==> config.mk <==
export PLATFORM = sky130hd
export DESIGN_NAME = hub_node_master_flat
export DESIGN_NICKNAME = d
export VERILOG_FILES = /design/src/rtl/hub_pkg.sv /design/src/rtl/hub_node_master_if.sv /design/src/rtl/hub_tick_gen.sv /design/src/rtl/hub_node_master.sv /design/src/flat_wrapper.sv
export SDC_FILE = /design/constraint.sdc
export NUM_CORES = 1
export LEC_CHECK = 0
export CAP_MARGIN = 20
export CELL_PAD_IN_SITES_DETAIL_PLACEMENT = 1
export CELL_PAD_IN_SITES_GLOBAL_PLACEMENT = 1
export CORE_MARGIN = 5
export CORE_UTILIZATION = 37
export DETAILED_ROUTE_END_ITERATION = 10
export PLACE_DENSITY_LB_ADDON = 0.15
export SLEW_MARGIN = 20
export SYNTH_ARGS = -nofsm -noshare
export SYNTH_HDL_FRONTEND = slang
export SYNTH_HIERARCHICAL = 1
export SYNTH_SLANG_ARGS = --single-unit
==> constraint.sdc <==
create_clock -name clock50 -period 1.6 [get_ports clock50]
set_input_delay 0.16 -clock clock50 [delete_from_list [all_inputs] [get_ports clock50]]
set_output_delay 0.16 -clock clock50 [all_outputs]
set_load 0.01 [all_outputs]
==> src/rtl/hub_pkg.sv <==
// hub_pkg: shared widths and FSM state encoding for the hub-to-node bus initiator.
package hub_pkg;
   localparam int HUB_ADDR_W  = 2;
   localparam int HUB_DATA_W  = 2;
   localparam int HUB_FRAME_W = 4;
   typedef enum logic [2:0] {IDLE, SEND, WAIT, DONE, FAIL} hub_state_t;
endpackage

==> src/rtl/hub_node_master_if.sv <==
// hub_node_master_if: request/response handshake and physical bus lines of the hub initiator.
interface hub_node_master_if;
   import hub_pkg::*;
   logic                   req_valid;
   logic                   req_ready;
   logic [HUB_ADDR_W-1:0]  req_addr;
   logic [HUB_DATA_W-1:0]  req_data;
   logic [HUB_FRAME_W-1:0] bus_out;
   logic [HUB_FRAME_W-1:0] bus_in;
   logic                   rsp_valid;
   logic [HUB_ADDR_W-1:0]  rsp_addr;
   logic [HUB_DATA_W-1:0]  rsp_data;
   logic                   timeout;
   logic                   busy;
   modport master (
      input  req_valid, req_addr, req_data, bus_in,
      output req_ready, bus_out, rsp_valid, rsp_addr, rsp_data, timeout, busy
   );
   modport slave (
      output req_valid, req_addr, req_data, bus_in,
      input  req_ready, bus_out, rsp_valid, rsp_addr, rsp_data, timeout, busy
   );
endinterface

==> src/rtl/hub_tick_gen.sv <==
// hub_tick_gen: free-running divider producing a one-cycle slow-tick pulse every TICK_DIV clocks.
module hub_tick_gen #(
   parameter int TICK_DIV = 4
) (
   input  logic clock50,
   input  logic rst_n,
   output logic tick
);
   localparam int W = TICK_DIV > 1 ? $clog2(TICK_DIV) : 1;
   logic [W-1:0] cnt;
   assign tick = cnt == W'(TICK_DIV - 1);
   always_ff @(posedge clock50 or negedge rst_n)
      if (!rst_n) cnt <= '0;
      else cnt <= tick ? '0 : cnt + 1'b1;
endmodule

==> src/rtl/hub_node_master.sv <==
// hub_node_master: sends {addr,data} frames to a node and waits for its answer or a timeout.
// Optional HUB_RETRY_EN: resend the frame once before reporting a timeout.
module hub_node_master
   import hub_pkg::*;
#(
   parameter int TICK_DIV      = 4,
   parameter int HOLD_TICKS    = 2,
   parameter int TIMEOUT_TICKS = 8
) (
   input logic             clock50,
   input logic             rst_n,
   hub_node_master_if.master bus
);
   localparam int CW = $clog2((HOLD_TICKS > TIMEOUT_TICKS ? HOLD_TICKS : TIMEOUT_TICKS) + 1);
   hub_state_t             state;
   logic                   tick;
   logic [HUB_FRAME_W-1:0] sync1, sync2;
   logic [HUB_ADDR_W-1:0]  addr_q;
   logic [HUB_DATA_W-1:0]  cap_q;
   logic [CW-1:0]          tcnt;
   logic                   match;
`ifdef HUB_RETRY_EN
   logic [HUB_DATA_W-1:0]  data_q;
   logic                   retry;
`endif
   hub_tick_gen #(.TICK_DIV(TICK_DIV)) u_tick (.clock50(clock50), .rst_n(rst_n), .tick(tick));
   assign match = sync2[HUB_FRAME_W-1 -: HUB_ADDR_W] == addr_q && sync2[HUB_DATA_W-1:0] != '0;
   always_ff @(posedge clock50 or negedge rst_n)
      if (!rst_n) {sync2, sync1} <= '0;
      else {sync2, sync1} <= {sync1, bus.bus_in};
   always_ff @(posedge clock50 or negedge rst_n)
      if (!rst_n) begin
         state         <= IDLE;
         addr_q        <= '0;
         cap_q         <= '0;
         tcnt          <= '0;
         bus.bus_out   <= '0;
         bus.req_ready <= 1'b1;
         bus.busy      <= 1'b0;
         bus.rsp_valid <= 1'b0;
         bus.rsp_addr  <= '0;
         bus.rsp_data  <= '0;
         bus.timeout   <= 1'b0;
`ifdef HUB_RETRY_EN
         data_q        <= '0;
         retry         <= 1'b0;
`endif
      end else begin
         bus.rsp_valid <= 1'b0;
         bus.timeout   <= 1'b0;
         case (state)
            IDLE:
               if (bus.req_valid && bus.req_ready) begin
                  state         <= SEND;
                  addr_q        <= bus.req_addr;
                  tcnt          <= '0;
                  bus.bus_out   <= {bus.req_addr, bus.req_data};
                  bus.req_ready <= 1'b0;
                  bus.busy      <= 1'b1;
`ifdef HUB_RETRY_EN
                  data_q        <= bus.req_data;
`endif
               end else bus.req_ready <= 1'b1;
            SEND:
               if (tick && tcnt == CW'(HOLD_TICKS - 1)) begin
                  state       <= WAIT;
                  tcnt        <= '0;
                  bus.bus_out <= '0;
               end else if (tick) tcnt <= tcnt + 1'b1;
            WAIT:
               // a match on the final tick still wins over the expiry
               if (match) begin
                  state <= DONE;
                  cap_q <= sync2[HUB_DATA_W-1:0];
               end else if (tick && tcnt == CW'(TIMEOUT_TICKS - 1)) begin
`ifdef HUB_RETRY_EN
                  if (!retry) begin
                     retry       <= 1'b1;
                     state       <= SEND;
                     tcnt        <= '0;
                     bus.bus_out <= {addr_q, data_q};
                  end else state <= FAIL;
`else
                  state <= FAIL;
`endif
               end else if (tick) tcnt <= tcnt + 1'b1;
            DONE: begin
               state         <= IDLE;
               bus.rsp_valid <= 1'b1;
               bus.rsp_addr  <= addr_q;
               bus.rsp_data  <= cap_q;
               bus.busy      <= 1'b0;
`ifdef HUB_RETRY_EN
               retry         <= 1'b0;
`endif
            end
            FAIL: begin
               state       <= IDLE;
               bus.timeout <= 1'b1;
               bus.busy    <= 1'b0;
`ifdef HUB_RETRY_EN
               retry       <= 1'b0;
`endif
            end
            default: state <= IDLE;
         endcase
      end
endmodule

==> src/flat_wrapper.sv <==
// flat-port wrapper written by rule: the top's interface ports become plain ports
module hub_node_master_flat import hub_pkg::*;
#(
   parameter int TICK_DIV      = 4,
   parameter int HOLD_TICKS    = 2,
   parameter int TIMEOUT_TICKS = 8
)
  (clock50, rst_n, bus_req_valid, bus_req_addr, bus_req_data, bus_bus_in, bus_req_ready, bus_bus_out, bus_rsp_valid, bus_rsp_addr, bus_rsp_data, bus_timeout, bus_busy);
  hub_node_master_if bus_i ();
  input logic clock50;
  input logic rst_n;
  input wire logic [$bits(bus_i.req_valid)-1:0] bus_req_valid;
  input wire logic [$bits(bus_i.req_addr)-1:0] bus_req_addr;
  input wire logic [$bits(bus_i.req_data)-1:0] bus_req_data;
  input wire logic [$bits(bus_i.bus_in)-1:0] bus_bus_in;
  output wire logic [$bits(bus_i.req_ready)-1:0] bus_req_ready;
  output wire logic [$bits(bus_i.bus_out)-1:0] bus_bus_out;
  output wire logic [$bits(bus_i.rsp_valid)-1:0] bus_rsp_valid;
  output wire logic [$bits(bus_i.rsp_addr)-1:0] bus_rsp_addr;
  output wire logic [$bits(bus_i.rsp_data)-1:0] bus_rsp_data;
  output wire logic [$bits(bus_i.timeout)-1:0] bus_timeout;
  output wire logic [$bits(bus_i.busy)-1:0] bus_busy;
  assign bus_i.req_valid = bus_req_valid;
  assign bus_i.req_addr = bus_req_addr;
  assign bus_i.req_data = bus_req_data;
  assign bus_i.bus_in = bus_bus_in;
  assign bus_req_ready = bus_i.req_ready;
  assign bus_bus_out = bus_i.bus_out;
  assign bus_rsp_valid = bus_i.rsp_valid;
  assign bus_rsp_addr = bus_i.rsp_addr;
  assign bus_rsp_data = bus_i.rsp_data;
  assign bus_timeout = bus_i.timeout;
  assign bus_busy = bus_i.busy;
  hub_node_master #(.TICK_DIV(TICK_DIV), .HOLD_TICKS(HOLD_TICKS), .TIMEOUT_TICKS(TIMEOUT_TICKS)) u_core (.clock50(clock50), .rst_n(rst_n), .bus(bus_i));
endmodule
==> results of run 1 <==
cell type report:
type / instances / share of cell area, %
Timing Repair Buffer: 46 / 20.4
Clock inverter: 1 / 1.52
Inverter: 2 / 0.381
Multi-Input combinational cell: 66 / 28.3
Clock buffer: 7 / 4.38
Sequential cell: 33 / 41.9
Tap cell: 48 / 3.05
flip-flops by register name, summed over array words and instances, names as in the netlist:
register / flops
u_core/bus.rsp_addr: 2
u_core/cap_q: 2
u_core/state: 3
u_core/bus.req_ready: 1
u_core/bus.rsp_valid: 1
u_core/u_tick/cnt: 2
u_core/bus.rsp_data: 2
u_core/addr_q: 2
u_core/sync1: 4
u_core/bus.busy: 1
u_core/tcnt: 4
u_core/sync2: 4
u_core/bus.bus_out: 4
u_core/bus.timeout: 1
worst paths after layout:
check                                                 start                                to  slack (ns)  depth (start not counted)
worst max-delay path            u_core/state[2]$_DFFE_PN0P_       u_core/cap_q[1]$_DFFE_PN0P_       -0.11                          4
worst min-delay path                                  rst_n        u_core/tcnt[1]$_DFFE_PN0P_        0.28                          2
worst max register to register  u_core/state[2]$_DFFE_PN0P_       u_core/cap_q[1]$_DFFE_PN0P_       -0.11                          4
worst min register to register    u_core/sync1[1]$_DFF_PN0_         u_core/sync2[1]$_DFF_PN0_        0.35                          0
max in group asynchronous                             rst_n  u_core/bus.req_ready$_DFFE_PN1P_        0.99                          2
min in group clock50                          bus_bus_in[2]         u_core/sync1[2]$_DFF_PN0_        0.32                          1
through the flow:
stage,total power [mW],instance area (µm²)
6_report,3.10,1970
3_5_place_dp,2.27,1800
3_3_place_gp,2.21,1800
4_1_cts,3.10,1930
2_1_floorplan,1.69,1370
5_1_grt,3.29,1970
placed cells by master, fill, tap and decap left out, types with 2 or more instances in the layout:
master,netlist,layout
mux2_2,8,6
buf_4,0,23
nor3_1,3,2
nand2_1,2,2
ha_2,0,2
mux2i_1,2,2
a21oi_1,4,3
o21bai_1,2,2
nand3b_1,4,4
inv_1,2,2
a22o_1,4,4
clkbuf_8,0,6
o31ai_1,3,3
o21ai_0,2,2
xor2_2,0,2
clkdlybuf4s50_1,0,21
nor2_1,7,7
dfrtp_1,32,32
mux2_4,0,2
or4_1,2,2
synth_stat cells (3+ instances only):
cell type,count
ha_1,3
nor2_1,7
nand3b_1,4
dfrtp_1,32
a21oi_1,4
nor3_1,3
o31ai_1,3
clkbuf_1,3
a22o_1,4
mux2_2,8
cell families (layout without fill, tap and decap cells):
logic type      Yosys count  in the layout  share of synthesized area [%]
buf+inv                   5             56                           1.38
xor+xnor                  2              2                           1.28
flops                    33             33                           60.6
compound gates           18             18                           9.27
simple gates             33             33                           16.6
mux                      10             10                           8.07
fa+ha+maj                 3              3                           2.75
what timing repair did:
| item | in CTS | in global routing |
|---|---|---|
| hold buffers | 0 | 0 |
| buffers inserted | 1 | 1 |
| setup endpoints to repair | 7 | 12 |
| pin swaps | 0 | 2 |
| gates resized for setup | 4 | 8 |
| hold endpoints to repair | 0 | 0 |
| cloned | 0 | 0 |
power breakdown:
part / internal, mW / switching (mW)
registers: 1.06 / 0.151
clock network: 0.507 / 0.289
logic: 0.629 / 0.459
total: 2.20 / 0.899
worst max-delay path: stages (launching register included):
cell	delay, ns
dfrtp_1	0.40
or3b_4	0.43
nor4_4	0.29
buf_6	0.17
mux2_4	0.30
per-layer routing:
layer,up-vias,global-route usage (%)
li1,475,-
met1,502,16.7
met2,18,22.6
met3,6,4.26
met4,0,5.01
met5,-,0
==> summary by stage, run 1 <==
Detailed routing
Dividing the detail-routed wire length by the instance count gives 15.5 µm. Signal routing reaches up to met4. Once detail routing completed, the nets flagged for antenna violations numbered 0. The total wire length after detailed routing is 3140 µm.

The ratio of routed vias to standard cells is 4.93. The routed metal-1 wire length is 1330 µm. The total number of vias is 1,001. The iteration-0 DRC count of the detailed router is 27. The number of design rule violations left after detail routing is 0. After detailed routing, the met3 layer carries 122 µm of wire. In the detailed route, the total length drawn on met2 is 1640 µm.

Before antenna repair, the detailed router went through 4 iterations.

Timing
Setup violations remaining at the end of the flow were counted as 6. The post-route fraction of the period consumed by the critical path is 107%. Measured against its own limit, the worst slew margin works out to 72.3%. The count of endpoints failing hold in the final timing report is 0. The measured slew at the worst slew-check pin is 0.415 ns. For the final database, setup skew stands at 0.00846 ns. Hold is met by 0.281 ns. The worst path in the final design needs a cycle of 1.71 ns, including I/O delays and setup. The final setup TNS is -0.373 ns. Setup repair after global routing could not meet its margin everywhere. The final worst setup slack is -0.113 ns. Based on the critical path, the design can be clocked at up to 584 MHz. The count of final max-slew check failures came to 0.

Logic synthesis
Synthesis produced a netlist whose cell count is 104. Among all flip-flop cells after synthesis, the most frequent one is dfrtp_1. The sequential-to-total area share from yosys stat is 60.6%.

Of all cell types, the one taking the most synthesized area is dfrtp_1. Yosys printed 6 warnings. After synthesis, the share of flip-flops with an asynchronous set or reset is 100%. Averaged over all synthesized cells, the footprint is 13.1 µm². Synthesis instantiated 36 different standard cells from the library. The number of nets handed over by synthesis was 118. Of the post-synthesis cell area, the dominant cell type holds 58.7%. Yosys attributes the largest share of cell area to dfrtp_1, mux2_2, ha_1, a22o_1, nand3b_1.

The summed instance area of the synthesized netlist is 0.00136 mm². Counting flops and latches in the post-synthesis netlist gives 33. The synthesized design contains 0 enable-type register cells.

Job
The count of maximum capacitance violations is 0.

Power
In this run the static leakage power is 0.879 nW. The maximum vdd ir drop is 0.732 mV. Dividing total power by cell area gives a power density of 1570 mW/mm².

GRT
Entering global routing, the biggest net connects 34 pins. Global routing finished with a remaining overflow of 0. Global routing used 13.6% of the available tracks across all layers.

The number of global-route vias before repair is 1,119. The global-route wire length before repair is 5330 µm. The number of antenna violations at the first check in global routing came to 0.

Worst setup path
The kind of capture point of the worst setup path is a register. The data required time at the worst endpoint is 1.76 ns. The critical path in this run is classified as reg -> reg.

The signal arrival time at the worst endpoint is 1.87 ns. STA classifies the critical path startpoint as a register. The maximum fanout along the worst path is 7.

Placed design
Including well taps, the total number of placed cells is 193. The pre-CTS setup slack is -0.148 ns. The HPWL after detailed placement is 2320 µm. The placer congestion estimate is 0.755.

Port buffering added 22 buffers.

Clocking
The tree is rooted in a clkbuf_8. The CTS tree is yes. The H-tree generated during clock tree synthesis spans 2 levels. The tree built by TritonCTS fans out to 33 sinks. The buffer levels on the longest clock path is 2. The clock transition at the registers of the reported paths is 0.07 ns. For the worst-skew pair, the clock arrives at the later sink with an insertion delay of 0.28 ns.

The number of buffers created by CTS is 5.

Floorplan
Once the floorplan was initialized, standard cells occupied 37.8% of the core. The floorplan row count is 22. The floorplan die width is 70.7 µm.

The number of top-level pins is 23. The floorplan step defined a die boundary enclosing 0.00500 mm². The core outline area is 0.00361 mm². The floorplan step set the die height to 70.7 µm.

Finish
The utilization after layout is 54.7%. The count of cells in the finished layout, fillers not included, comes to 203. The repair_antennas step left the layout with diodes totalling 0. The area used by sequential logic in the layout is 827 µm². The net count reported at finish is 168. Counting the fill cells in the layout gives 369. In the final layout, the multi-input gates occupy 558 µm².

The fraction of final layout cells sized beyond drive strength 1 is 32.9%. The synthesis-to-finish area growth is 44.6%.

Outcome
The run finished, with violations left. The checks that failed: negative setup slack.

Hold path
The path type of the worst min-delay path is in -> async.
No activity file was read; power rests on OpenSTA's default activity.
==> run 2, diff against run 1 <==
--- a/config.mk
+++ b/config.mk
@@ -11,6 +11,7 @@
 export CORE_MARGIN = 5
 export CORE_UTILIZATION = 37
 export DETAILED_ROUTE_END_ITERATION = 10
+export MAX_ROUTING_LAYER = met4
 export PLACE_DENSITY_LB_ADDON = 0.15
 export SLEW_MARGIN = 20
 export SYNTH_ARGS = -nofsm -noshare
==> run 2 against run 1 <==
  * The run still ends with negative setup slack left
  * Count of clock-buffer cells in the layout unchanged
  * Die area unchanged
  * Total power about the same
  * Flip-flop and latch count unchanged
  * Worst setup slack about the same
  * Clock power about the same
  * Register-to-register slack about the same
  * Combinational power about the same
  * Worst hold slack worse by 0.0016 ns
  * Final cell count unchanged
  * Sequential power about the same
  * Wire length up 0.99%
  * Critical path type unchanged
  * Highest routed layer unchanged
==> summary by stage, run 2 (synthesized netlist as in run 1, its figures left out) <==
Outcome
The flow ran to the end, but the final reports show violations. The checks that failed: negative setup slack.

Worst setup path
The first element of the critical path is u_core/state[2]$_DFFE_PN0P_. The startpoint identified for the worst register-to-register timing path is u_core/state[2]$_DFFE_PN0P_. The worst setup path is of the reg -> reg kind.

The maximum fanout along the worst path was 7 (unchanged). The kind of launch point of the worst setup path is a register. STA classifies the critical path endpoint as a register.

The data required time at the worst endpoint is 1.76 ns (about the same). The signal arrival time at the worst endpoint was 1.87 ns (about the same).

Finish
The fraction of final layout cells sized beyond drive strength 1 came to 32.9% (unchanged). The synthesis-to-finish area growth is 44.6% (unchanged). Leaving out fill and tap cells, the most frequent cell in the layout is dfrtp_1. Leaving out fill and tap cells, the most frequent cells in the layout are dfrtp_1, buf_4, clkdlybuf4s50_1. The number of diodes is 0 (unchanged). The utilization after layout is 54.7% (unchanged). The net count reported at finish is 168 (unchanged).

Power
The leakage power figure is 0.879 nW (unchanged). The overall power after layout came to 3.10 mW (about the same). The maximum vdd ir drop came to 0.734 mV (+0.30%). The power per cell area is 1570 mW/mm² (about the same).

Clocking
The clock latency at the later pin of the worst-skew pair is 0.28 ns (about the same). The depth of the CTS H-tree is 2 (unchanged). The number of buffers created by CTS is 5 (unchanged). The TritonCTS sink count is 33 (unchanged).

The root buffer cell is clkbuf_8. The buffer levels on the longest clock path is 2 (unchanged). TritonCTS built the clock tree. The clock transition at the registers of the reported paths is 0.07 ns (about the same).

Floorplan
The initial standard-cell utilization of the core is 37.8% (unchanged). The overall die area is 0.00500 mm² (unchanged). The y dimension of the die is 70.7 µm (unchanged). The number of top-level pins is 23 (unchanged). The core outline area came to 0.00361 mm² (unchanged). The floorplan die width is 70.7 µm (unchanged). The floorplan row count is 22 (unchanged).

GRT
The number of antenna violations at the first check in global routing is 0 (unchanged). The global-route wire length before repair is 5330 µm (unchanged). The aggregate global routing overflow is 0 (unchanged). The number of global-route vias before repair came to 1,120 (+0.089%). The pin count of the biggest net entering global routing is 34 (unchanged). The total routing resource utilization after global routing is 14.0% (+0.41 points).

Timing
The final period demand of the worst path was 1.71 ns (+0.000261 ns). The post-route fraction of the period consumed by the critical path came to 107% (about the same). The final setup TNS is -0.380 ns (-0.00666 ns).

The measured slew at the worst slew-check pin is 0.413 ns (-0.00226 ns). The normalized max-slew margin is 72.5% (+0.15 points). The count of final max-slew check failures was 0 (unchanged). The final setup violation count is 6 (unchanged). The fmax is 584 MHz (about the same). The setup clock skew after layout is 0.00819 ns (-0.000278 ns). The count of endpoints failing hold in the final timing report is 0 (unchanged). The final worst setup slack is -0.113 ns (-0.000261 ns). Setup repair after global routing could not meet its margin everywhere.

Detailed routing
The total wire length after detailed routing is 3170 µm (+0.99%). The detailed route wirelength on metal2 is 1660 µm (+1.1%). The post-detailed-route wirelength per cell is 15.6 µm (+0.99%). The total length of routed met3 wires is 142 µm (+16%). The uppermost signal routing layer after detailed routing is met4. The number of design rule violations left after detail routing was 0 (unchanged). The total number of vias came to 1,018 (+1.7%). The ratio of routed vias to standard cells is 5.01 (+1.7%).

The number of nets with antenna violations after detailed routing is 0 (unchanged). The routed metal-1 wire length is 1340 µm (+0.75%). The iteration-0 DRC count of the detailed router was 28 (+3.7%). The number of iterations in the first detailed-routing pass was 4 (unchanged).

Placed design
The HPWL after detailed placement is 2320 µm (unchanged). The count of input and output buffers is 22 (unchanged). The pre-CTS setup slack is -0.148 ns (unchanged). The placer congestion estimate is 0.765 (+1.3%).

Hold path
The path class of the tightest hold or removal check is in -> async.

Job
The count of maximum capacitance violations came to 0 (unchanged).
[run 2: cell counts in the layout (fill, tap and decap cells not counted)]
Identical to the previous run, type by type.
[run 2: report_power, final]
part           total (mW)  leakage, nW  internal, mW  switching (mW)
sequential           1.21        0.411          1.06           0.152
combinational        1.09        0.410         0.629           0.460
clock               0.796       0.0585         0.507           0.289
total                3.10        0.879          2.20           0.901
[run 2: layout make-up]
cell class,count,area [µm²]
fill,369,1630
sequential,33,827
multi-input combinational,66,558
timing repair buffer,46,403
clock buffer,7,86.3
tap,48,60.1
clock inverter,1,30.0
inverter,2,7.51
[run 2: routing by layer]
layer / track usage [%] / vias to the layer above
li1: - / 475
met1: 16.7 / 515
met2: 22.6 / 24
met3: 4.26 / 4
met4: 5.01 / 0
met5: - / -
[run 2: final timing paths]
kind,end,slack (ns),cells past startpoint
max,u_core/cap_q[1]$_DFFE_PN0P_,-0.11,4
min,u_core/tcnt[1]$_DFFE_PN0P_,0.28,2
max reg2reg,u_core/cap_q[1]$_DFFE_PN0P_,-0.11,4
min reg2reg,u_core/sync2[1]$_DFF_PN0_,0.35,0
max in group asynchronous,u_core/bus.req_ready$_DFFE_PN1P_,1.00,2
min in group clock50,u_core/sync1[2]$_DFF_PN0_,0.32,1
[run 2: per-stage QoR]
stage	cells	cell area (µm²)	hold slack [ns]
finish	203	1970	0.279
floorplan	104	1370	-0.136
global route	203	1970	0.304
global placement	193	1800	0.333
detailed placement	193	1800	0.338
CTS	202	1930	0.299
[run 2: repair_timing]
item                                    CTS  global route
pin swaps                                 0             2
setup buffers                             1             1
hold buffers                              0             0
gates resized for setup                   4             8
endpoints found under the setup margin    7            12
endpoints found under the hold margin     0             0
[run 2: critical path, cell delays in order, from the launching register on]
cell and delay (ns):
dfrtp_1 0.39, or3b_4 0.43, nor4_4 0.29, buf_6 0.17
mux2_4 0.31
==> run 3, diff against run 2 <==
--- a/config.mk
+++ b/config.mk
@@ -8,7 +8,6 @@
 export CAP_MARGIN = 20
 export CELL_PAD_IN_SITES_DETAIL_PLACEMENT = 1
 export CELL_PAD_IN_SITES_GLOBAL_PLACEMENT = 1
-export CORE_MARGIN = 5
 export CORE_UTILIZATION = 37
 export DETAILED_ROUTE_END_ITERATION = 10
 export MAX_ROUTING_LAYER = met4
==> run 3 against run 2 <==
  * The run still ends with negative setup slack left
  * Worst hold slack got worse by 0.0096 ns
  * Flip-flop and latch count stayed put
  * Combinational power is 8% higher
  * Non-clock buffer count rose by 4
  * Count of clock-buffer cells in the layout unchanged
  * Via count up 5.2%
  * Clock power barely moved
  * Critical path depth rose by 2
  * Core utilization is 5.4 points higher
  * Fmax increased by 1.4%
  * Die area down 21%
  * Sequential power hardly changed
  * Critical endpoint is now u_core/tcnt[1]$_DFFE_PN0P_
  * Highest routed layer unchanged
==> summary by stage, run 3 (synthesized netlist as in run 1, its figures left out) <==
Clocking
The clock latency at the later pin of the worst-skew pair was 0.28 ns (about the same). The count of hold-fix buffers inserted at cts is 0 (unchanged). The root buffer cell is clkbuf_8.

The buffer levels on the longest clock path is 2 (unchanged). The TritonCTS sink count was 33 (unchanged). The clock transition at the registers of the reported paths is 0.07 ns (about the same). The depth of the CTS H-tree is 2 (unchanged). The number of buffers created by CTS is 5 (unchanged). The CTS tree is yes.

Hold path
The path type of the worst min-delay path is in -> async.

Worst setup path
The data required time at the worst endpoint is 1.82 ns (+0.06 ns). The cell depth of the worst flop-to-flop path is 6 (+2). The worst flop-to-flop path startpoint is u_core/state[2]$_DFFE_PN0P_. The kind of launch point of the worst setup path is a register. The slack of the worst reg-to-reg path is -0.09 ns (+0.02 ns). The end point of the critical path is u_core/tcnt[1]$_DFFE_PN0P_. The worst setup path is of the reg -> reg kind. In this run the critical register-to-register path is captured at u_core/tcnt[1]$_DFFE_PN0P_. The maximum fanout along the worst path was 5 (-2). Tracing the worst setup path back leads to its startpoint at u_core/state[2]$_DFFE_PN0P_.

The signal arrival time at the worst endpoint came to 1.90 ns (+0.03 ns). The kind of capture point of the worst setup path is a register.

Timing
The count of final max-slew check failures is 0 (unchanged). The measured slew at the worst slew-check pin is 0.414 ns (+0.000874 ns). The final worst setup slack was -0.0890 ns (+0.0241 ns). Setup repair after global routing could not meet its margin everywhere.

The final setup TNS is -0.212 ns (+0.168 ns). The fmax is 592 MHz (+1.4%). The final period demand of the worst path is 1.69 ns (-0.0241 ns). The post-route fraction of the period consumed by the critical path is 106% (-1.5 points). The final setup violation count is 4 (-2). The count of endpoints failing hold in the final timing report is 0 (unchanged). The normalized max-slew margin is 72.4% (about the same). The setup clock skew after layout is 0.00894 ns (+0.000757 ns).

Finish
The area used by sequential logic in the layout is 827 µm² (unchanged). The area of the multi-input gates is 614 µm² (+10%). The fraction of final layout cells sized beyond drive strength 1 is 39.0% (+6.1 points). The library cell used most frequently in the layout, excluding fill and tap cells, is dfrtp_1. The number of diodes was 0 (unchanged). The synthesis-to-finish area growth is 51.6%.

The final design instance area without fill was 0.00207 mm² (+4.8%). In the layout the commonest cells are dfrtp_1, buf_4, clkdlybuf4s50_1. The net count reported at finish was 172 (+2.4%). The number of filler instances in the final layout is 345 (-6.5%).

Detailed routing
The post-detailed-route wirelength per cell came to 17.6 µm (+13%). The total number of vias came to 1,071 (+5.2%). The number of design rule violations left after detail routing is 0 (unchanged). The highest layer touched by signal routing is met4. The total wire length after detailed routing came to 3620 µm (+14%).

The number of nets with antenna violations after detailed routing is 0 (unchanged). The iteration-0 DRC count of the detailed router is 29 (+3.6%). The ratio of routed vias to standard cells was 5.22 (+4.2%). The total length of routed met3 wires is 146 µm (+2.8%). The number of iterations in the first detailed-routing pass was 4 (unchanged).

The routed metal-1 wire length is 1500 µm (+12%). The detailed route wirelength on metal2 is 1860 µm (+12%).

GRT
The number of global-route vias before repair is 1,132 (+1.1%). The aggregate global routing overflow is 0 (unchanged). The number of antenna violations at the first check in global routing is 0 (unchanged). The total routing resource utilization after global routing is 19.9% (+5.9 points). The global-route wire length before repair is 5620 µm (+5.6%). The pin count of the biggest net entering global routing is 34 (unchanged).

Floorplan
The overall die area is 0.00393 mm² (-21%). The core outline area was 0.00344 mm² (-4.5%). The initial standard-cell utilization of the core is 39.6% (+1.8 points).

The floorplan row count was 21 (-4.5%). The number of top-level pins was 23 (unchanged). The y dimension of the die came to 62.7 µm (-11%). The floorplan die width came to 62.7 µm (-11%).

Outcome
The final reports fail on negative setup slack. The flow ran to the end, but the final reports show violations.

Power
The power per cell area was 1540 mW/mm² (-1.8%). The maximum vdd ir drop is 0.823 mV (+12%). The leakage power figure is 0.906 nW (+3.1%). The overall power after layout came to 3.19 mW (+3.0%).

Placed design
The placer congestion estimate is 0.757 (-1.1%). The HPWL after detailed placement is 2270 µm (-2.1%). The count of input and output buffers was 22 (unchanged).

The standard cell area after detailed placement came to 0.00177 mm² (-1.8%).

Job
The count of maximum capacitance violations was 0 (unchanged).
run 3: final cells by class:
type	count	share of cell area [%]
timing repair buffer	50	21.5
clock inverter	1	1.45
clock buffer	7	4.18
sequential	33	40.0
tap	46	2.78
inverter	2	0.363
multi-input combinational	66	29.7
run 3: worst max-delay path, stage by stage (launching register included):
cell and delay [ns]:
dfrtp_1 0.38, or3b_4 0.41, buf_4 0.15, and2b_4 0.30, buf_4 0.15, o31ai_1 0.08, a21oi_2 0.15
run 3: power by group:
part,switching [mW],total [mW],internal [mW],leakage [nW]
Sequential,0.155,1.22,1.06,0.411
Combinational,0.509,1.18,0.670,0.437
Clock,0.288,0.795,0.507,0.0585
run 3: how the worst min path moves through the flow:
stage / end / slack, ns / cells after the start
2_1_floorplan: u_core/addr_q[0]$_DFFE_PN0P_ / -0.14 / 0
3_3_place_gp: u_core/sync2[3]$_DFF_PN0_ / 0.34 / 0
3_5_place_dp: u_core/sync2[3]$_DFF_PN0_ / 0.34 / 0
4_1_cts: u_core/tcnt[2]$_DFFE_PN0P_ / 0.29 / 2
5_1_grt: u_core/tcnt[2]$_DFFE_PN0P_ / 0.31 / 2
6_report: u_core/tcnt[2]$_DFFE_PN0P_ / 0.27 / 2
run 3: metrics by stage:
stage | cells | setup WS (ns) | hold WS (ns) | utilization [%]
floorplan | 104 | 0.0236 | -0.136 | -
global placement | 187 | -0.0796 | 0.335 | 51.3
detailed placement | 187 | -0.191 | 0.342 | 51.3
CTS | 199 | -0.0534 | 0.287 | 57.3
global route | 205 | -0.158 | 0.314 | 60.1
finish | 205 | -0.0890 | 0.270 | 60.1
run 3: per-layer routing:
layer | vias up | track usage, %
met3 | 11 | 4.20
met5 | - | -
met4 | 0 | 10.5
li1 | 482 | -
met1 | 549 | 23.2
met2 | 29 | 32.2
run 3: timing repair:
action	CTS	global route
pin swaps	7	6
setup buffers	4	6
gates resized for setup	14	12
endpoints found under the setup margin	11	13
